<file path="src/rtl/hwpe_stream_realign_addrgen_pkg.sv">
// Shared types for the realigning 2D address generator: job descriptor,
// status flags and FSM state encoding.
package hwpe_stream_realign_addrgen_pkg;

    localparam int unsigned REALIGN_ADDR_WIDTH = 32;
    localparam int unsigned REALIGN_CNT_WIDTH  = 16;

    typedef struct packed {
        logic [REALIGN_ADDR_WIDTH-1:0] base_addr;
        logic [REALIGN_CNT_WIDTH-1:0]  line_length;
        logic [REALIGN_ADDR_WIDTH-1:0] line_stride;
        logic [REALIGN_CNT_WIDTH-1:0]  nb_lines;
    } ctrl_realign_addrgen_t;

    typedef struct packed {
        logic busy;
        logic done;
        logic realign;
    } flags_realign_addrgen_t;

    typedef enum logic [1:0] {
        IDLE = 2'd0,
        RUN  = 2'd1,
        DONE = 2'd2
    } realign_addrgen_state_e;

endpackage

</file>
<file path="src/rtl/hwpe_stream_realign_addrgen_if.sv">
// Address-request bus from the address generator to the source realigner:
// word address handshake plus per-word strobe and framing flags.
interface hwpe_stream_realign_addrgen_if #(
    parameter int unsigned ADDR_WIDTH = 32,
    parameter int unsigned DATA_WIDTH = 32
) ();

    localparam int unsigned NB = DATA_WIDTH / 8;

    logic [ADDR_WIDTH-1:0] addr_o;
    logic                  addr_valid_o;
    logic                  addr_ready_i;
    logic [NB-1:0]         strb_o;
    logic                  first_o;
    logic                  last_o;
    logic                  last_packet_o;
    logic                  strb_valid_o;

    modport master (
        output addr_o, addr_valid_o, strb_o, first_o, last_o, last_packet_o, strb_valid_o,
        input  addr_ready_i
    );

    modport slave (
        input  addr_o, addr_valid_o, strb_o, first_o, last_o, last_packet_o, strb_valid_o,
        output addr_ready_i
    );

endinterface

</file>
<file path="src/rtl/hwpe_stream_realign_addrgen.sv">
// Word-aligned 2D address generator with realignment control; a misaligned line
// issues one extra word. Optional stall counter: HWPE_REALIGN_ADDRGEN_PERF_EN.
module hwpe_stream_realign_addrgen
    import hwpe_stream_realign_addrgen_pkg::*;
#(
    parameter int unsigned DATA_WIDTH = 32,
    parameter int unsigned ADDR_WIDTH = 32,
    parameter int unsigned CNT_WIDTH  = 16
) (
    input  logic                  clk_i,
    input  logic                  rst_ni,
    input  logic                  clear_i,
    input  logic                  start_i,
    input  logic [ADDR_WIDTH-1:0] base_addr_i,
    input  logic [CNT_WIDTH-1:0]  line_length_i,
    input  logic [ADDR_WIDTH-1:0] line_stride_i,
    input  logic [CNT_WIDTH-1:0]  nb_lines_i,
    hwpe_stream_realign_addrgen_if.master req,
    output logic                  realign_o,
    output logic                  busy_o,
    output logic                  done_o
`ifdef HWPE_REALIGN_ADDRGEN_PERF_EN
    ,
    output logic [31:0]           stall_cnt_o
`endif
);

    localparam int unsigned NB   = DATA_WIDTH / 8;
    localparam int unsigned OFS  = $clog2(NB);
    localparam int unsigned WC_W = CNT_WIDTH + 1;

    realign_addrgen_state_e state_q, state_d;
    logic [OFS-1:0]         ofs_q, ofs_d;
    logic                   realign_q, realign_d;
    logic [ADDR_WIDTH-1:0]  line_base_q, line_base_d;
    logic [ADDR_WIDTH-1:0]  stride_q, stride_d;
    logic [WC_W-1:0]        wpl_q, wpl_d;
    logic [CNT_WIDTH-1:0]   nb_lines_q, nb_lines_d;
    logic [WC_W-1:0]        word_cnt_q, word_cnt_d;
    logic [CNT_WIDTH-1:0]   line_cnt_q, line_cnt_d;

    logic                   run;
    logic                   hs;
    logic                   is_first;
    logic                   is_last;
    logic                   is_last_line;
    logic                   start_mis;
    flags_realign_addrgen_t flags;

    function automatic logic [NB-1:0] gen_strb(
        input logic           realign,
        input logic           first,
        input logic           last,
        input logic [OFS-1:0] ofs
    );
        logic [NB-1:0] ones;
        ones = '1;
        if (!realign) return ones;
        if (first)    return ones << ofs;
        if (last)     return ~(ones << ofs);
        return ones;
    endfunction

    assign run          = (state_q == RUN);
    assign hs           = run & req.addr_ready_i;
    assign is_first     = (word_cnt_q == '0);
    assign is_last      = (word_cnt_q == wpl_q - 1'b1);
    assign is_last_line = (line_cnt_q == nb_lines_q - 1'b1);
    assign start_mis    = |base_addr_i[OFS-1:0];

    always_comb begin
        state_d     = state_q;
        ofs_d       = ofs_q;
        realign_d   = realign_q;
        line_base_d = line_base_q;
        stride_d    = stride_q;
        wpl_d       = wpl_q;
        nb_lines_d  = nb_lines_q;
        word_cnt_d  = word_cnt_q;
        line_cnt_d  = line_cnt_q;

        unique case (state_q)
            IDLE: begin
                if (start_i) begin
                    ofs_d       = base_addr_i[OFS-1:0];
                    realign_d   = start_mis;
                    line_base_d = {base_addr_i[ADDR_WIDTH-1:OFS], {OFS{1'b0}}};
                    stride_d    = line_stride_i;
                    nb_lines_d  = nb_lines_i;
                    wpl_d       = {1'b0, line_length_i} + WC_W'(start_mis);
                    word_cnt_d  = '0;
                    line_cnt_d  = '0;
                    state_d     = (line_length_i == '0 || nb_lines_i == '0) ? DONE : RUN;
                end
            end
            RUN: begin
                if (hs) begin
                    if (is_last) begin
                        word_cnt_d  = '0;
                        line_cnt_d  = line_cnt_q + 1'b1;
                        line_base_d = line_base_q + stride_q;
                        if (is_last_line) state_d = DONE;
                    end else begin
                        word_cnt_d = word_cnt_q + 1'b1;
                    end
                end
            end
            DONE:    state_d = IDLE;
            default: state_d = IDLE;
        endcase

        // Clear overrides any transition, including a same-cycle start.
        if (clear_i) begin
            state_d     = IDLE;
            ofs_d       = '0;
            realign_d   = 1'b0;
            line_base_d = '0;
            stride_d    = '0;
            wpl_d       = '0;
            nb_lines_d  = '0;
            word_cnt_d  = '0;
            line_cnt_d  = '0;
        end
    end

    always_ff @(posedge clk_i or negedge rst_ni) begin
        if (!rst_ni) begin
            state_q     <= IDLE;
            ofs_q       <= '0;
            realign_q   <= 1'b0;
            line_base_q <= '0;
            stride_q    <= '0;
            wpl_q       <= '0;
            nb_lines_q  <= '0;
            word_cnt_q  <= '0;
            line_cnt_q  <= '0;
        end else begin
            state_q     <= state_d;
            ofs_q       <= ofs_d;
            realign_q   <= realign_d;
            line_base_q <= line_base_d;
            stride_q    <= stride_d;
            wpl_q       <= wpl_d;
            nb_lines_q  <= nb_lines_d;
            word_cnt_q  <= word_cnt_d;
            line_cnt_q  <= line_cnt_d;
        end
    end

    // Request outputs are purely state-derived, so they stay stable under backpressure.
    assign req.addr_valid_o  = run;
    assign req.addr_o        = run ? line_base_q + (ADDR_WIDTH'(word_cnt_q) << OFS) : '0;
    assign req.strb_o        = run ? gen_strb(realign_q, is_first, is_last, ofs_q) : '0;
    assign req.first_o       = run & is_first;
    assign req.last_o        = run & is_last;
    assign req.last_packet_o = run & is_last & is_last_line;
    assign req.strb_valid_o  = hs;

    always_comb begin
        flags.busy    = (state_q != IDLE);
        flags.done    = (state_q == DONE);
        flags.realign = realign_q;
    end

    assign busy_o    = flags.busy;
    assign done_o    = flags.done;
    assign realign_o = flags.realign;

`ifdef HWPE_REALIGN_ADDRGEN_PERF_EN
    logic [31:0] stall_cnt_q, stall_cnt_d;

    always_comb begin
        stall_cnt_d = stall_cnt_q;
        if (clear_i || (state_q == IDLE && start_i)) begin
            stall_cnt_d = '0;
        end else if (run && !req.addr_ready_i && stall_cnt_q != '1) begin
            stall_cnt_d = stall_cnt_q + 1'b1;
        end
    end

    always_ff @(posedge clk_i or negedge rst_ni) begin
        if (!rst_ni) stall_cnt_q <= '0;
        else         stall_cnt_q <= stall_cnt_d;
    end

    assign stall_cnt_o = stall_cnt_q;
`endif

endmodule
</file>
<file path="src/flat_wrapper.sv">
// flat-port wrapper written by rule: the top's interface ports become plain ports
module hwpe_stream_realign_addrgen_flat import hwpe_stream_realign_addrgen_pkg::*;
#(
    parameter int unsigned DATA_WIDTH = 32,
    parameter int unsigned ADDR_WIDTH = 32,
    parameter int unsigned CNT_WIDTH  = 16
)
  (clk_i, rst_ni, clear_i, start_i, base_addr_i, line_length_i, line_stride_i, nb_lines_i, realign_o, busy_o, done_o, req_addr_o, req_addr_valid_o, req_strb_o, req_first_o, req_last_o, req_last_packet_o, req_strb_valid_o, req_addr_ready_i);
  hwpe_stream_realign_addrgen_if #(.ADDR_WIDTH(ADDR_WIDTH), .DATA_WIDTH(DATA_WIDTH)) req_i ();
  input  logic clk_i;
  input  logic rst_ni;
  input  logic clear_i;
  input  logic start_i;
  input  logic [ADDR_WIDTH-1:0] base_addr_i;
  input  logic [CNT_WIDTH-1:0] line_length_i;
  input  logic [ADDR_WIDTH-1:0] line_stride_i;
  input  logic [CNT_WIDTH-1:0] nb_lines_i;
  output logic realign_o;
  output logic busy_o;
  output logic done_o;
  output wire logic [$bits(req_i.addr_o)-1:0] req_addr_o;
  output wire logic [$bits(req_i.addr_valid_o)-1:0] req_addr_valid_o;
  output wire logic [$bits(req_i.strb_o)-1:0] req_strb_o;
  output wire logic [$bits(req_i.first_o)-1:0] req_first_o;
  output wire logic [$bits(req_i.last_o)-1:0] req_last_o;
  output wire logic [$bits(req_i.last_packet_o)-1:0] req_last_packet_o;
  output wire logic [$bits(req_i.strb_valid_o)-1:0] req_strb_valid_o;
  input wire logic [$bits(req_i.addr_ready_i)-1:0] req_addr_ready_i;
  assign req_addr_o = req_i.addr_o;
  assign req_addr_valid_o = req_i.addr_valid_o;
  assign req_strb_o = req_i.strb_o;
  assign req_first_o = req_i.first_o;
  assign req_last_o = req_i.last_o;
  assign req_last_packet_o = req_i.last_packet_o;
  assign req_strb_valid_o = req_i.strb_valid_o;
  assign req_i.addr_ready_i = req_addr_ready_i;
  hwpe_stream_realign_addrgen #(.DATA_WIDTH(DATA_WIDTH), .ADDR_WIDTH(ADDR_WIDTH), .CNT_WIDTH(CNT_WIDTH)) u_core (.clk_i(clk_i), .rst_ni(rst_ni), .clear_i(clear_i), .start_i(start_i), .base_addr_i(base_addr_i), .line_length_i(line_length_i), .line_stride_i(line_stride_i), .nb_lines_i(nb_lines_i), .req(req_i), .realign_o(realign_o), .busy_o(busy_o), .done_o(done_o));
endmodule
</file>
<file path="config.mk">
export PLATFORM = sky130hd
export DESIGN_NAME = hwpe_stream_realign_addrgen_flat
export DESIGN_NICKNAME = d
export VERILOG_FILES = /design/src/rtl/hwpe_stream_realign_addrgen_pkg.sv /design/src/rtl/hwpe_stream_realign_addrgen_if.sv /design/src/rtl/hwpe_stream_realign_addrgen.sv /design/src/flat_wrapper.sv
export SDC_FILE = /design/constraint.sdc
export NUM_CORES = 1
export LEC_CHECK = 0
export BUFFER_PORTS_ARGS = -buffer_cell sky130_fd_sc_hd__buf_2
export CAP_MARGIN = 15
export CORE_MARGIN = 1.5
export CORE_UTILIZATION = 55
export CTS_BUF_LIST = sky130_fd_sc_hd__clkbuf_4 sky130_fd_sc_hd__clkbuf_8 sky130_fd_sc_hd__clkbuf_16
export CTS_CLUSTER_DIAMETER = 50
export CTS_CLUSTER_SIZE = 30
export DETAILED_ROUTE_END_ITERATION = 10
export HOLD_SLACK_MARGIN = 0.05
export PLACE_DENSITY = 0.87
export SYNTH_ARGS = -nofsm -noshare
export SYNTH_HDL_FRONTEND = slang
export SYNTH_SLANG_ARGS = --single-unit
</file>
<file path="constraint.sdc">
create_clock -name clk_i -period 6.85 [get_ports clk_i]
set_input_delay 2.055 -clock clk_i [delete_from_list [all_inputs] [get_ports clk_i]]
set_output_delay 2.055 -clock clk_i [all_outputs]
set_load 0.01 [all_outputs]
</file>
==> impl_metrics.toml <==
[outcome]
status = "completed"

[logic_synthesis]
synth-async-reset-ratio_pct = 100
total_standard_cell_area_after_synthesis_um2 = 9860
share_of_the_yosys_chip_area_belonging_to_registers_pct = 34.3
netlist_instances = 1149
postSynthNetCount = 1307
syn_area_per_cell_um2 = 8.58
yosys.cell_types.count = 68
synth-edff-count = 0
yosysWarnings = 0
dominantRegCellSynth = "sky130_fd_sc_hd__dfrtp_1"
synth.ff_latch_count = 135

[pwr]
power_switching_share_pct = 33.7
power_frac_clock_pct = 36.4
power.internal_mw = 1.76
power_density_normalized_to_cell_area_nw_per_um2 = 235
totalPowerFinal_mw = 2.66
switchingPower_uw = 898
static-leakage-power_nw = 5.33
p_seq_share_pct = 35.7
combPwrFrac_pct = 27.9
ir_drop_mv = 0.192

[grt]
globalRouteMet2Util_pct = 47.6
global_route.usage.met1_pct = 42.1
total_routing_usage_gr_pct = 30.4
grt-ovfl-total = 0
maximum_number_of_pins_on_one_net_before_global_route_repair = 91
most_crowded_layer_after_global_routing = "met2"
via_count_of_the_first_global_routing_pass = 8904
grt_pass1_wl_mm = 44.3
groute.layer.met3.usage_pct = 5.56
grt_antenna_before_repair = 0

[worst_setup_path]
worstPathCellList = "ha_1 -> fa_1 -> a21o_1 -> a21oi_1 -> o21bai_1 -> a2111oi_0 -> buf_4 -> o41ai_1 -> a21oi_1 -> nor2b_1 -> xnor2_1 -> nor2_1 -> buf_2"
crit_end = "req_addr_o[28]"
crit_path_max_incr_delay_ns = 0.71
critical_path.startpoint = "u_core.word_cnt_q[0]"
rr_startpoint = "u_core.wpl_q[2]"
critical_path_required_ns = 4.80
crit-reg2reg-capture = "u_core.line_cnt_q[14]"
endpoint_kind = "output pin"
regToRegSetupSlack_ns = 2.27
timing.critical_path.from_type = "register"
crit_path_max_fanout = 9
crit_buf_inv = 2
timing.setup.critical_path_class = "reg -> out"
cp_num_cells = 13
timing.reg2reg.worst_path_depth = 9
slowest_stage_cell_crit_path = "sky130_fd_sc_hd__a21oi_1"
worst_path_dominant_cell_family = "compound AO/OA/AOI/OAI gates"
cp.arrival_ns = 4.16
timing.critical_path.mode_cell = "sky130_fd_sc_hd__a21oi_1"

[finish]
areaGrowthSynthToFinish_pct = 14.8
nNetsFinal = 1419
layout.cell_area.non_filler_um2 = 11300
antenna_cells = 0
share_of_cells_above_drive_strength_1_pct = 15.8
final_cells = 1499

[cts]
cts.htree.levels = 4
cts-hold-fix-buffers = 0
post_cts.resized_instances = 0
cts_made_buffers = 17
cts_setup_buffers = 0
clock_tree.root_cell = "sky130_fd_sc_hd__clkbuf_16"
buffer_depth_of_the_longest_clock_path = 2
worst_skew_pair.late_latency_ns = 0.43
cts.sink_count = 135
clock_transition_at_the_register_clock_pins_on_the_worst_setup_and_hold_paths_after_cts_ns = 0.06
tritoncts = "built"

[die]
die_area_um2 = 18700
initial_core_utilization_pct = 56.6
die_width_um = 137
die_span_y_um = 137
ios = 145
std_cell_rows = 48
core-area_um2 = 17400

[placed_design]
detailedPlacementHpwl_mm = 20.3
place_area_um2 = 10700
globalplace.congestion = 0.924
dp.cells = 1467
portBuffers = 144

[timing]
maxSlewHeadroom_pct = 38.8
rsz_0062_raised_after_global_routing = "no"
timing.final.crit_share_pct = 90.8
setup-tns-final_ns = 0
timing.final.crit_period_ns = 6.22
timing_hold_violations_final = 0
final.setup_skew_ns = 0.0105
report.final.setup_viol = 0
timing_max_transition_violations_final = 0
worst_pin_slew_ns = 0.906
fmaxAchievable_mhz = 161

[route]
routed-via-count = 9598
vias_per_cell = 6.40
drt_iter0_markers = 939
drt-total-wl_mm = 28.0
wl_per_cell_um = 18.7
antenna_violating_nets_post_route = 0
drt_pre_antenna_iters = 6
route.detailed.drc = 0

[worst_hold_path]
holdCritPathClass = "reg -> reg"
cells_on_worst_hold_path = 2
hp-start = "u_core.line_base_q[0]"

[run]
timing.max_cap.violations = 0
logic make-up after synthesis:
logic type	share of synthesized area (%)
AO/OA/AOI/OAI	23.6
XOR/XNOR	10.1
adder cells (fa/ha/maj)	7.38
buffers and inverters	3.30
flip-flops	34.3
multiplexers	0.825
AND/OR/NAND/NOR	20.5
stage by stage:
step	hold slack (ns)	utilization, %	setup slack, ns
2_1_floorplan	0.457	-	1.53
3_3_place_gp	0.469	61.5	1.27
3_5_place_dp	0.492	61.5	1.20
4_1_cts	0.504	65.0	0.695
5_1_grt	0.532	65.0	0.409
6_report	0.502	65.0	0.632
layout make-up:
| class | count | area [um2] |
|---|---|---|
| multi-input combinational | 929 | 6170 |
| fill | 1439 | 6090 |
| sequential | 135 | 3380 |
| timing repair buffer | 150 | 772 |
| clock buffer | 21 | 474 |
| tap | 225 | 282 |
| clock inverter | 11 | 145 |
| inverter | 28 | 105 |
tightest hold or removal path: stages, from the launching register on:
cell and delay [ns]:
sky130_fd_sc_hd__dfrtp_1 0.36, sky130_fd_sc_hd__nand2_1 0.05, sky130_fd_sc_hd__nand2_1 0.05
registers in the layout (all words and copies together) (netlist names):
signal and count:
u_core.line_base_q 32, u_core.line_cnt_q 16, u_core.nb_lines_q 16, u_core.ofs_q 2
u_core.realign_o 1, u_core.state_q 2, u_core.stride_q 32, u_core.word_cnt_q 17
u_core.wpl_q 17
cell usage after synthesis (4+ instances only):
cell type	count	area (um2)
sky130_fd_sc_hd__o31ai_1	19	143
sky130_fd_sc_hd__a22o_1	59	517
sky130_fd_sc_hd__nor4_1	19	119
sky130_fd_sc_hd__and4_1	7	61.3
sky130_fd_sc_hd__o211ai_1	5	37.5
sky130_fd_sc_hd__xor2_1	47	412
sky130_fd_sc_hd__nand2_1	106	398
sky130_fd_sc_hd__a31oi_1	16	100
sky130_fd_sc_hd__ha_1	55	688
sky130_fd_sc_hd__o21bai_1	11	82.6
sky130_fd_sc_hd__a21oi_1	69	345
sky130_fd_sc_hd__inv_1	28	105
sky130_fd_sc_hd__nand2b_1	12	75.1
sky130_fd_sc_hd__o2111ai_1	4	35.0
sky130_fd_sc_hd__and2_1	17	106
sky130_fd_sc_hd__a2111oi_0	4	35.0
sky130_fd_sc_hd__or3_1	17	106
sky130_fd_sc_hd__nand3_1	35	175
sky130_fd_sc_hd__nor3_1	19	95.1
sky130_fd_sc_hd__nor2b_1	11	68.8
sky130_fd_sc_hd__and3_1	20	125
sky130_fd_sc_hd__o22ai_1	7	43.8
sky130_fd_sc_hd__xnor2_1	67	587
sky130_fd_sc_hd__or4_1	5	37.5
sky130_fd_sc_hd__a21o_1	19	143
sky130_fd_sc_hd__dfrtp_1	135	3380
sky130_fd_sc_hd__or2_2	4	25.0
sky130_fd_sc_hd__a211oi_1	7	52.6
sky130_fd_sc_hd__a211o_1	4	35.0
sky130_fd_sc_hd__a311oi_1	4	35.0
sky130_fd_sc_hd__nor2_1	97	364
sky130_fd_sc_hd__buf_2	5	25.0
sky130_fd_sc_hd__nand4_1	20	125
sky130_fd_sc_hd__o21a_1	7	52.6
sky130_fd_sc_hd__clkbuf_1	49	184
sky130_fd_sc_hd__mux2i_1	7	70.1
sky130_fd_sc_hd__o21ai_0	81	405
sky130_fd_sc_hd__a22oi_1	5	37.5
power groups by stage:
| stage | clock, mW | sequential, mW | combinational [mW] |
|---|---|---|---|
| 3_3_place_gp | 0 | 0.958 | 0.707 |
| 3_5_place_dp | 0 | 0.961 | 0.726 |
| 2_1_floorplan | 0 | 0.931 | 0.535 |
| 6_report | 0.968 | 0.951 | 0.741 |
| 5_1_grt | 0.999 | 0.958 | 0.815 |
| 4_1_cts | 0.965 | 0.948 | 0.733 |
metal layers:
metal | up-vias | routed length [um]
met5 | - | 0
met2 | 459 | 12900
met3 | 64 | 2340
met1 | 4616 | 12200
li1 | 4459 | -
met4 | 0 | 669
worst min path at each step:
stage                            end  slack [ns]
2_1_floorplan  u_core.line_base_q[0]        0.46
3_3_place_gp   u_core.line_base_q[0]        0.47
3_5_place_dp   u_core.line_base_q[0]        0.49
4_1_cts        u_core.line_base_q[0]        0.50
5_1_grt          u_core.stride_q[19]        0.53
6_report       u_core.line_base_q[0]        0.50
placed cells by master, fill, tap and decap left out, drive strengths merged, types with 20 or more instances in the layout:
cell    netlist  layout
inv          28      29
and3         20      20
xor2         47      47
nor2         97      97
o21ai        82      82
buf           8     150
a21oi        69      69
xnor2        67      67
clkbuf       49      21
a22o         59      59
ha           55      55
nand3        35      35
nand4        21      21
dfrtp       135     135
nand2       107     107
(Power assumes the default switching activity.)
